===== config.mk =====
export PLATFORM = sky130hd
export DESIGN_NAME = issue_queue_ctrl_flat
export DESIGN_NICKNAME = d
export VERILOG_FILES = /design/src/rtl/issue_queue_if.sv /design/src/rtl/issue_queue_ctrl.sv /design/src/flat_wrapper.sv
export SDC_FILE = /design/constraint.sdc
export NUM_CORES = 1
export LEC_CHECK = 0
export CAP_MARGIN = 30
export CORE_MARGIN = 4
export CORE_UTILIZATION = 40
export DETAILED_ROUTE_END_ITERATION = 10
export PLACE_DENSITY = 0.59
export SLEW_MARGIN = 20
export SYNTH_ARGS = -nofsm -noshare
export SYNTH_HDL_FRONTEND = slang
export SYNTH_SLANG_ARGS = --single-unit

===== constraint.sdc =====
create_clock -name clk -period 8.37 [get_ports clk]
set_input_delay 0.837 -clock clk [delete_from_list [all_inputs] [get_ports clk]]
set_output_delay 0.837 -clock clk [all_outputs]
set_load 0.01 [all_outputs]

===== src/rtl/issue_queue_if.sv =====
// Bundles the fetch-side, unit-status and issue-side signals of the
// instruction queue so that one port carries the whole datapath.
interface issue_queue_if;
  logic        IF_ins_sgn;
  logic [31:0] IF_ins;
  logic        IF_jump_flag;
  logic [31:0] IF_jump_pc;
  logic        IF_full;
  logic        ROB_full;
  logic        RS_full;
  logic        LSB_full;
  logic        ROB_clear;
  logic        ISS_sgn;
  logic [31:0] ISS_ins;
  logic        ISS_jump_flag;
  logic [31:0] ISS_jump_pc;
  logic [31:0] stall_cnt;

  modport master (
    output IF_ins_sgn, IF_ins, IF_jump_flag, IF_jump_pc,
    output ROB_full, RS_full, LSB_full, ROB_clear,
    input  IF_full, ISS_sgn, ISS_ins, ISS_jump_flag, ISS_jump_pc, stall_cnt
  );

  modport slave (
    input  IF_ins_sgn, IF_ins, IF_jump_flag, IF_jump_pc,
    input  ROB_full, RS_full, LSB_full, ROB_clear,
    output IF_full, ISS_sgn, ISS_ins, ISS_jump_flag, ISS_jump_pc, stall_cnt
  );
endinterface


===== src/rtl/issue_queue_ctrl.sv =====
// In-order instruction FIFO between fetch and issue: dispatches the head only
// when every unit the instruction class needs has room; flushes on rollback.
module issue_queue_ctrl #(
  parameter int DEPTH  = 16,
  parameter int ADDR_W = 4
) (
  input  logic         clk,
  input  logic         rst,
  input  logic         rdy,
  issue_queue_if.slave bus
);

  typedef enum logic [1:0] {
    CLS_ALU,
    CLS_MEM,
    CLS_ROBONLY
  } ins_class_e;

  localparam logic [ADDR_W:0] FULL_CNT = (ADDR_W+1)'(DEPTH);

  logic [31:0]       r_ins_mem  [DEPTH];
  logic              r_flag_mem [DEPTH];
  logic [31:0]       r_pc_mem   [DEPTH];
  logic [ADDR_W-1:0] r_head;
  logic [ADDR_W-1:0] r_tail;
  logic [ADDR_W:0]   r_count;
  logic              r_iss_sgn;
  logic [31:0]       r_iss_ins;
  logic              r_iss_flag;
  logic [31:0]       r_iss_pc;
  logic [31:0]       r_stall_cnt;

  logic [6:0]  w_opcode;
  ins_class_e  w_class;
  logic        w_class_ok;
  logic        w_not_empty;
  logic        w_push;
  logic        w_pop;

  // NOTE: every signal gets a default before the case, so no path can leave it unassigned and infer a latch.
  always_comb begin
    w_opcode = r_ins_mem[r_head][6:0];
    w_class  = CLS_ALU;
    case (w_opcode)
      7'b0000011, 7'b0100011:             w_class = CLS_MEM;
      7'b0110111, 7'b0010111, 7'b1101111: w_class = CLS_ROBONLY;
      default:                            w_class = CLS_ALU;
    endcase

    w_class_ok = 1'b0;
    case (w_class)
      CLS_MEM:     w_class_ok = !bus.ROB_full && !bus.RS_full && !bus.LSB_full;
      CLS_ROBONLY: w_class_ok = !bus.ROB_full;
      default:     w_class_ok = !bus.ROB_full && !bus.RS_full;
    endcase

    w_not_empty = (r_count != '0);
    w_push      = bus.IF_ins_sgn && (r_count != FULL_CNT);
    w_pop       = w_not_empty && w_class_ok;
  end

  // NOTE: the entry storage has no reset; head/tail/count alone decide which slots are meaningful.
  always_ff @(posedge clk) begin
    if (!rst && rdy && !bus.ROB_clear && w_push) begin
      r_ins_mem[r_tail]  <= bus.IF_ins;
      r_flag_mem[r_tail] <= bus.IF_jump_flag;
      r_pc_mem[r_tail]   <= bus.IF_jump_pc;
    end
  end

  // NOTE: state registers use non-blocking assignments so every process sees the pre-edge values.
  always_ff @(posedge clk) begin
    if (rst) begin
      r_head      <= '0;
      r_tail      <= '0;
      r_count     <= '0;
      r_iss_sgn   <= 1'b0;
      r_iss_ins   <= '0;
      r_iss_flag  <= 1'b0;
      r_iss_pc    <= '0;
      r_stall_cnt <= '0;
    end else if (!rdy) begin
      // The strobe must not repeat while frozen; everything else holds.
      r_iss_sgn <= 1'b0;
    end else if (bus.ROB_clear) begin
      r_head    <= '0;
      r_tail    <= '0;
      r_count   <= '0;
      r_iss_sgn <= 1'b0;
    end else begin
      if (w_push) begin
        r_tail <= r_tail + ADDR_W'(1);
      end

      r_iss_sgn <= w_pop;
      if (w_pop) begin
        r_iss_ins  <= r_ins_mem[r_head];
        r_iss_flag <= r_flag_mem[r_head];
        r_iss_pc   <= r_pc_mem[r_head];
        r_head     <= r_head + ADDR_W'(1);
      end

      case ({w_push, w_pop})
        2'b10:   r_count <= r_count + (ADDR_W+1)'(1);
        2'b01:   r_count <= r_count - (ADDR_W+1)'(1);
        default: r_count <= r_count;
      endcase

      if (w_not_empty && !w_class_ok && (r_stall_cnt != '1)) begin
        r_stall_cnt <= r_stall_cnt + 32'd1;
      end
    end
  end

  assign bus.IF_full       = (r_count == FULL_CNT);
  assign bus.ISS_sgn       = r_iss_sgn;
  assign bus.ISS_ins       = r_iss_ins;
  assign bus.ISS_jump_flag = r_iss_flag;
  assign bus.ISS_jump_pc   = r_iss_pc;
  assign bus.stall_cnt     = r_stall_cnt;

endmodule

===== src/flat_wrapper.sv =====
// flat-port wrapper written by rule: the top's interface ports become plain ports
module issue_queue_ctrl_flat 
#(
  parameter int DEPTH  = 16,
  parameter int ADDR_W = 4
)
  (clk, rst, rdy, bus_IF_ins_sgn, bus_IF_ins, bus_IF_jump_flag, bus_IF_jump_pc, bus_ROB_full, bus_RS_full, bus_LSB_full, bus_ROB_clear, bus_IF_full, bus_ISS_sgn, bus_ISS_ins, bus_ISS_jump_flag, bus_ISS_jump_pc, bus_stall_cnt);
  issue_queue_if bus_i ();
  input  logic clk;
  input  logic rst;
  input  logic rdy;
  input wire logic [$bits(bus_i.IF_ins_sgn)-1:0] bus_IF_ins_sgn;
  input wire logic [$bits(bus_i.IF_ins)-1:0] bus_IF_ins;
  input wire logic [$bits(bus_i.IF_jump_flag)-1:0] bus_IF_jump_flag;
  input wire logic [$bits(bus_i.IF_jump_pc)-1:0] bus_IF_jump_pc;
  input wire logic [$bits(bus_i.ROB_full)-1:0] bus_ROB_full;
  input wire logic [$bits(bus_i.RS_full)-1:0] bus_RS_full;
  input wire logic [$bits(bus_i.LSB_full)-1:0] bus_LSB_full;
  input wire logic [$bits(bus_i.ROB_clear)-1:0] bus_ROB_clear;
  output wire logic [$bits(bus_i.IF_full)-1:0] bus_IF_full;
  output wire logic [$bits(bus_i.ISS_sgn)-1:0] bus_ISS_sgn;
  output wire logic [$bits(bus_i.ISS_ins)-1:0] bus_ISS_ins;
  output wire logic [$bits(bus_i.ISS_jump_flag)-1:0] bus_ISS_jump_flag;
  output wire logic [$bits(bus_i.ISS_jump_pc)-1:0] bus_ISS_jump_pc;
  output wire logic [$bits(bus_i.stall_cnt)-1:0] bus_stall_cnt;
  assign bus_i.IF_ins_sgn = bus_IF_ins_sgn;
  assign bus_i.IF_ins = bus_IF_ins;
  assign bus_i.IF_jump_flag = bus_IF_jump_flag;
  assign bus_i.IF_jump_pc = bus_IF_jump_pc;
  assign bus_i.ROB_full = bus_ROB_full;
  assign bus_i.RS_full = bus_RS_full;
  assign bus_i.LSB_full = bus_LSB_full;
  assign bus_i.ROB_clear = bus_ROB_clear;
  assign bus_IF_full = bus_i.IF_full;
  assign bus_ISS_sgn = bus_i.ISS_sgn;
  assign bus_ISS_ins = bus_i.ISS_ins;
  assign bus_ISS_jump_flag = bus_i.ISS_jump_flag;
  assign bus_ISS_jump_pc = bus_i.ISS_jump_pc;
  assign bus_stall_cnt = bus_i.stall_cnt;
  issue_queue_ctrl #(.DEPTH(DEPTH), .ADDR_W(ADDR_W)) u_core (.clk(clk), .rst(rst), .rdy(rdy), .bus(bus_i));
endmodule

==> results.txt <==
The flow ran to the end, and the final reports show no timing, DRC or antenna violations. The first global-routing pass estimated 153 mm of wire. Clock tree synthesis selected as its root buffer the cell sky130_fd_sc_hd__clkbuf_16. The synthesized design contains 1155 register bits.

The worst-case IR drop observed on VDD is 0.162 mV. Number of buffers inserted for hold repair after clock tree synthesis: 0. The total count of hold-check failures in the final report was 0. The clock arrives with 29.2 ps of skew.

No sink is reached through more buffers than the 3 on the longest clock path. After legalization and detailed placement, the total HPWL measured 55.6 mm. Clock-pin slew of the registers on the worst-case setup and hold paths: 60 ps.

Dividing the detail-routed via count by the number of cells gives 5.64. The signal on the critical path passes through buf_16, mux4_2, mux4_2, or4_1, ha_1, nand2b_1, a31o_2, nor2_1, nand2_1, inv_1, ha_1, nor2b_1, o21a_1, or3_1, o221ai_1, o221ai_1. STA classifies the critical path startpoint as a register.

The run gives 47700 sq um as the cell area reported after detailed placement. The worst hold path belongs to the class reg2reg. The mean routed wirelength per cell came out at 27.2 um. The top cell family by delay on the critical path is simple AND/OR/NAND/NOR gates.

The die covers 115000 sq um. At the pin with the least slew margin, the transition time is 992 ps. The count of unresolved DRC violations after routing was 0. TritonCTS built the clock tree. At the end of routability-driven placement, the weighted congestion stood at 0.806. After synthesis, the cell types taking the most area are sky130_fd_sc_hd__edfxtp_1 (71%), sky130_fd_sc_hd__mux4_2 (16%), sky130_fd_sc_hd__dfxtp_1 (5.2%).

The run gives 0.403 as the initial core utilization. For the worst flop-to-flop path, the logic depth is 16. The die is 340 um wide. The critical path start-end classification was reg2reg.

Counting the buffers created by CTS gives 112. The H-tree was split into 3 levels. The pre-antenna-repair detailed-routing pass consisted of 5 iterations. The logs give 2096 for the cell count after synthesis and 60 for the pin count of the biggest net entering global routing.

The critical path required time is 8900 ps, and the setup TNS is 0 ps. The tools report the synthesized net count as 2181. The count of final max-slew check failures came out at 0. The number of top-level pins was 172. The run gives 2407 as the net count reported at finish.

Buffers placed on the I/O ports in this run total 171. Data arrives at the worst endpoint at 5940 ps. The tools report the number of nets still failing antenna checks after routing as 0. The mapped netlist covers 44000 sq um. For the share of the core filled with cells, the log shows 0.471.

Compared with the post-synthesis result, the final layout area differs by 16.9%. The worst setup path is captured at a register. The fraction of synthesis flops using an asynchronous set or reset pin works out to 0.

The ratio of cells with drive above 1 in the final layout is 0.240. Synthesis instantiated 61 different standard cells from the library. Yosys printed 0 warnings.

The top cell type's share of synthesized area is 0.710, and the placement row count is 121. For this block, the via count after detailed routing is 21603. The biggest fanout along the worst timing path came out at 29. The most common cell after layout, fill and taps aside was sky130_fd_sc_hd__edfxtp_1. Derived from the worst setup path, the maximum achievable clock frequency is 185 MHz. On the worst path, the slowest cell contributes a delay of 690 ps. The number of antenna violations at the first check in global routing is 12, and the CTS sink count is 1155. In this run, the number of DRC markers left after iteration 0 of detailed routing was 2078. Leaving out fill and tap cells, the most frequent cells in the layout are sky130_fd_sc_hd__edfxtp_1 (1040), sky130_fd_sc_hd__mux4_2 (319), sky130_fd_sc_hd__clkdlybuf4s50_1 (170), sky130_fd_sc_hd__nand2_1 (157), sky130_fd_sc_hd__clkbuf_16 (115). The worst hold path was traced through 2 stages.

The slowest stage of the critical path belongs to the cell sky130_fd_sc_hd__dfxtp_4. The total routed wirelength was 104 mm. The number of buffers and inverters on the critical path is 2. The clock reaches the later pin of the worst-skew pair after 690 ps. For the summed area of non-filler cells in the final layout, the log shows 51400 sq um. For this run, the leading register cell type out of synthesis is sky130_fd_sc_hd__edfxtp_1.

For the number of global-route vias before repair, the log shows 22351. The clock period minus worst slack is 5410 ps. Setup repair after global routing left no endpoint under its margin.

Dividing total power by cell area gives a power density of 222 nW/um^2. The synthesized area per cell came out at 21.0 sq um. For this run the aggregate overflow at the end of global routing stands at 0. The layout has 8905 filler cells. The period utilization is 0.647. The start point of the worst min-delay path was u_core.bus.ISS_jump_pc[3]$_SDFFE_PP0P_. Gates resized during post-CTS repair numbered 0.

The run gives 0.762 as the share of synthesized area occupied by flip-flops and latches. The logs give 15.3 nW for the static leakage and 0 for the post-CTS repair timing setup buffer count. The biggest area contributor in the post-synthesis netlist is sky130_fd_sc_hd__edfxtp_1. The floorplan step defined a core boundary enclosing 109000 sq um. The aggregate global-route resource usage is 0.179, and the number of flops mapped to enable cells by yosys is 1040. The worst slew margin relative to its limit came out at 0.339. The die height was 340 um; the number of maximum-capacitance violations was 0. Counting buffers and inverters, the worst setup path is 16 cells deep.

Setup violations remaining at the end of the flow were counted as 0.
layout make-up:
class / count / area, sq um / share of cell area
Antenna cell: 2 / 5.00 / 0.0000974
Sequential cell: 1155 / 33600 / 0.653
Timing Repair Buffer: 223 / 2330 / 0.0454
Inverter: 16 / 60.1 / 0.00117
Multi-Input combinational cell: 814 / 10000 / 0.195
Clock inverter: 55 / 504 / 0.00981
Clock buffer: 154 / 3150 / 0.0614
Tap cell: 1414 / 1770 / 0.0344
path summary, 6_finish.rpt:
path,to,slack (ps)
setup / recovery,u_core.r_count[4]$_SDFFE_PP0P_,2960
hold / removal,u_core.bus.ISS_jump_pc[3]$_SDFFE_PP0P_,460
setup reg to reg,u_core.r_count[4]$_SDFFE_PP0P_,2960
hold reg to reg,u_core.bus.ISS_jump_pc[3]$_SDFFE_PP0P_,460
layer usage:
metal / routed length (um) / part of all wire / vias to the layer above / track usage
li1: - / - / 9166 / -
met1: 43200 / 0.42 / 11551 / 0.245
met2: 51700 / 0.50 / 720 / 0.298
met3: 7180 / 0.069 / 152 / 0.0366
met4: 1890 / 0.018 / 14 / 0.0434
met5: 90 / 0.00086 / - / 0
where the power goes:
part	total (mW)	switching [mW]	leakage [nW]	internal, mW
Clock	4.96	2.11	1.78	2.85
Combinational	0.172	0.112	3.21	0.0603
Sequential	6.29	0.00454	10.3	6.29
state kept, by name (all words and copies together) (netlist names), named ones only:
| register | count |
|---|---|
| u_core.bus.ISS_ins | 32 |
| u_core.bus.ISS_jump_flag | 1 |
| u_core.bus.ISS_jump_pc | 32 |
| u_core.bus.ISS_sgn | 1 |
| u_core.bus.stall_cnt | 32 |
| u_core.r_count | 5 |
| u_core.r_flag_mem | 16 |
| u_core.r_head | 4 |
| u_core.r_ins_mem | 512 |
| u_core.r_pc_mem | 512 |
| u_core.r_tail | 4 |
worst reg2reg max path, delay by kind of cell, from the launching register on:
kind | cells | cell delay, ps
and+or+nand+nor | 6 | 1550
muxes | 2 | 1090
AOI/OAI and AO/OA | 4 | 810
DFF | 1 | 690
adders and majority gates | 2 | 600
buffers and inverters | 2 | 520
cell usage after synthesis, types with 16 or more instances:
cell type                     n
sky130_fd_sc_hd__or4_1       21
sky130_fd_sc_hd__buf_2       36
sky130_fd_sc_hd__dfxtp_1    115
sky130_fd_sc_hd__nand2_1    158
sky130_fd_sc_hd__clkbuf_1    61
sky130_fd_sc_hd__o21ai_0     17
sky130_fd_sc_hd__o31ai_1     17
sky130_fd_sc_hd__a21oi_1    102
sky130_fd_sc_hd__edfxtp_1  1040
sky130_fd_sc_hd__mux4_2     319
sky130_fd_sc_hd__inv_1       16
sky130_fd_sc_hd__nand3_1     24
sky130_fd_sc_hd__nor2_1      32
stage by stage:
step / setup WS (ps) / hold slack, ps / instances / total power, mW
2_1_floorplan: 1720 / 476 / 2096 / 6.47
3_3_place_gp: 2870 / 443 / 3612 / 6.57
3_5_place_dp: 2910 / 446 / 3620 / 6.59
4_1_cts: 2900 / 455 / 3829 / 11.5
5_1_grt: 2590 / 477 / 3831 / 11.8
6_report: 2960 / 455 / 3833 / 11.4
logic make-up after synthesis:
| logic type | synth area share |
|---|---|
| compound gates | 0.0227 |
| xor+xnor | 0.000598 |
| fa+ha+maj | 0.00358 |
| buf+inv | 0.0127 |
| flops | 0.762 |
| mux | 0.165 |
| simple gates | 0.0326 |
No activity file was read; power rests on OpenSTA's default activity.
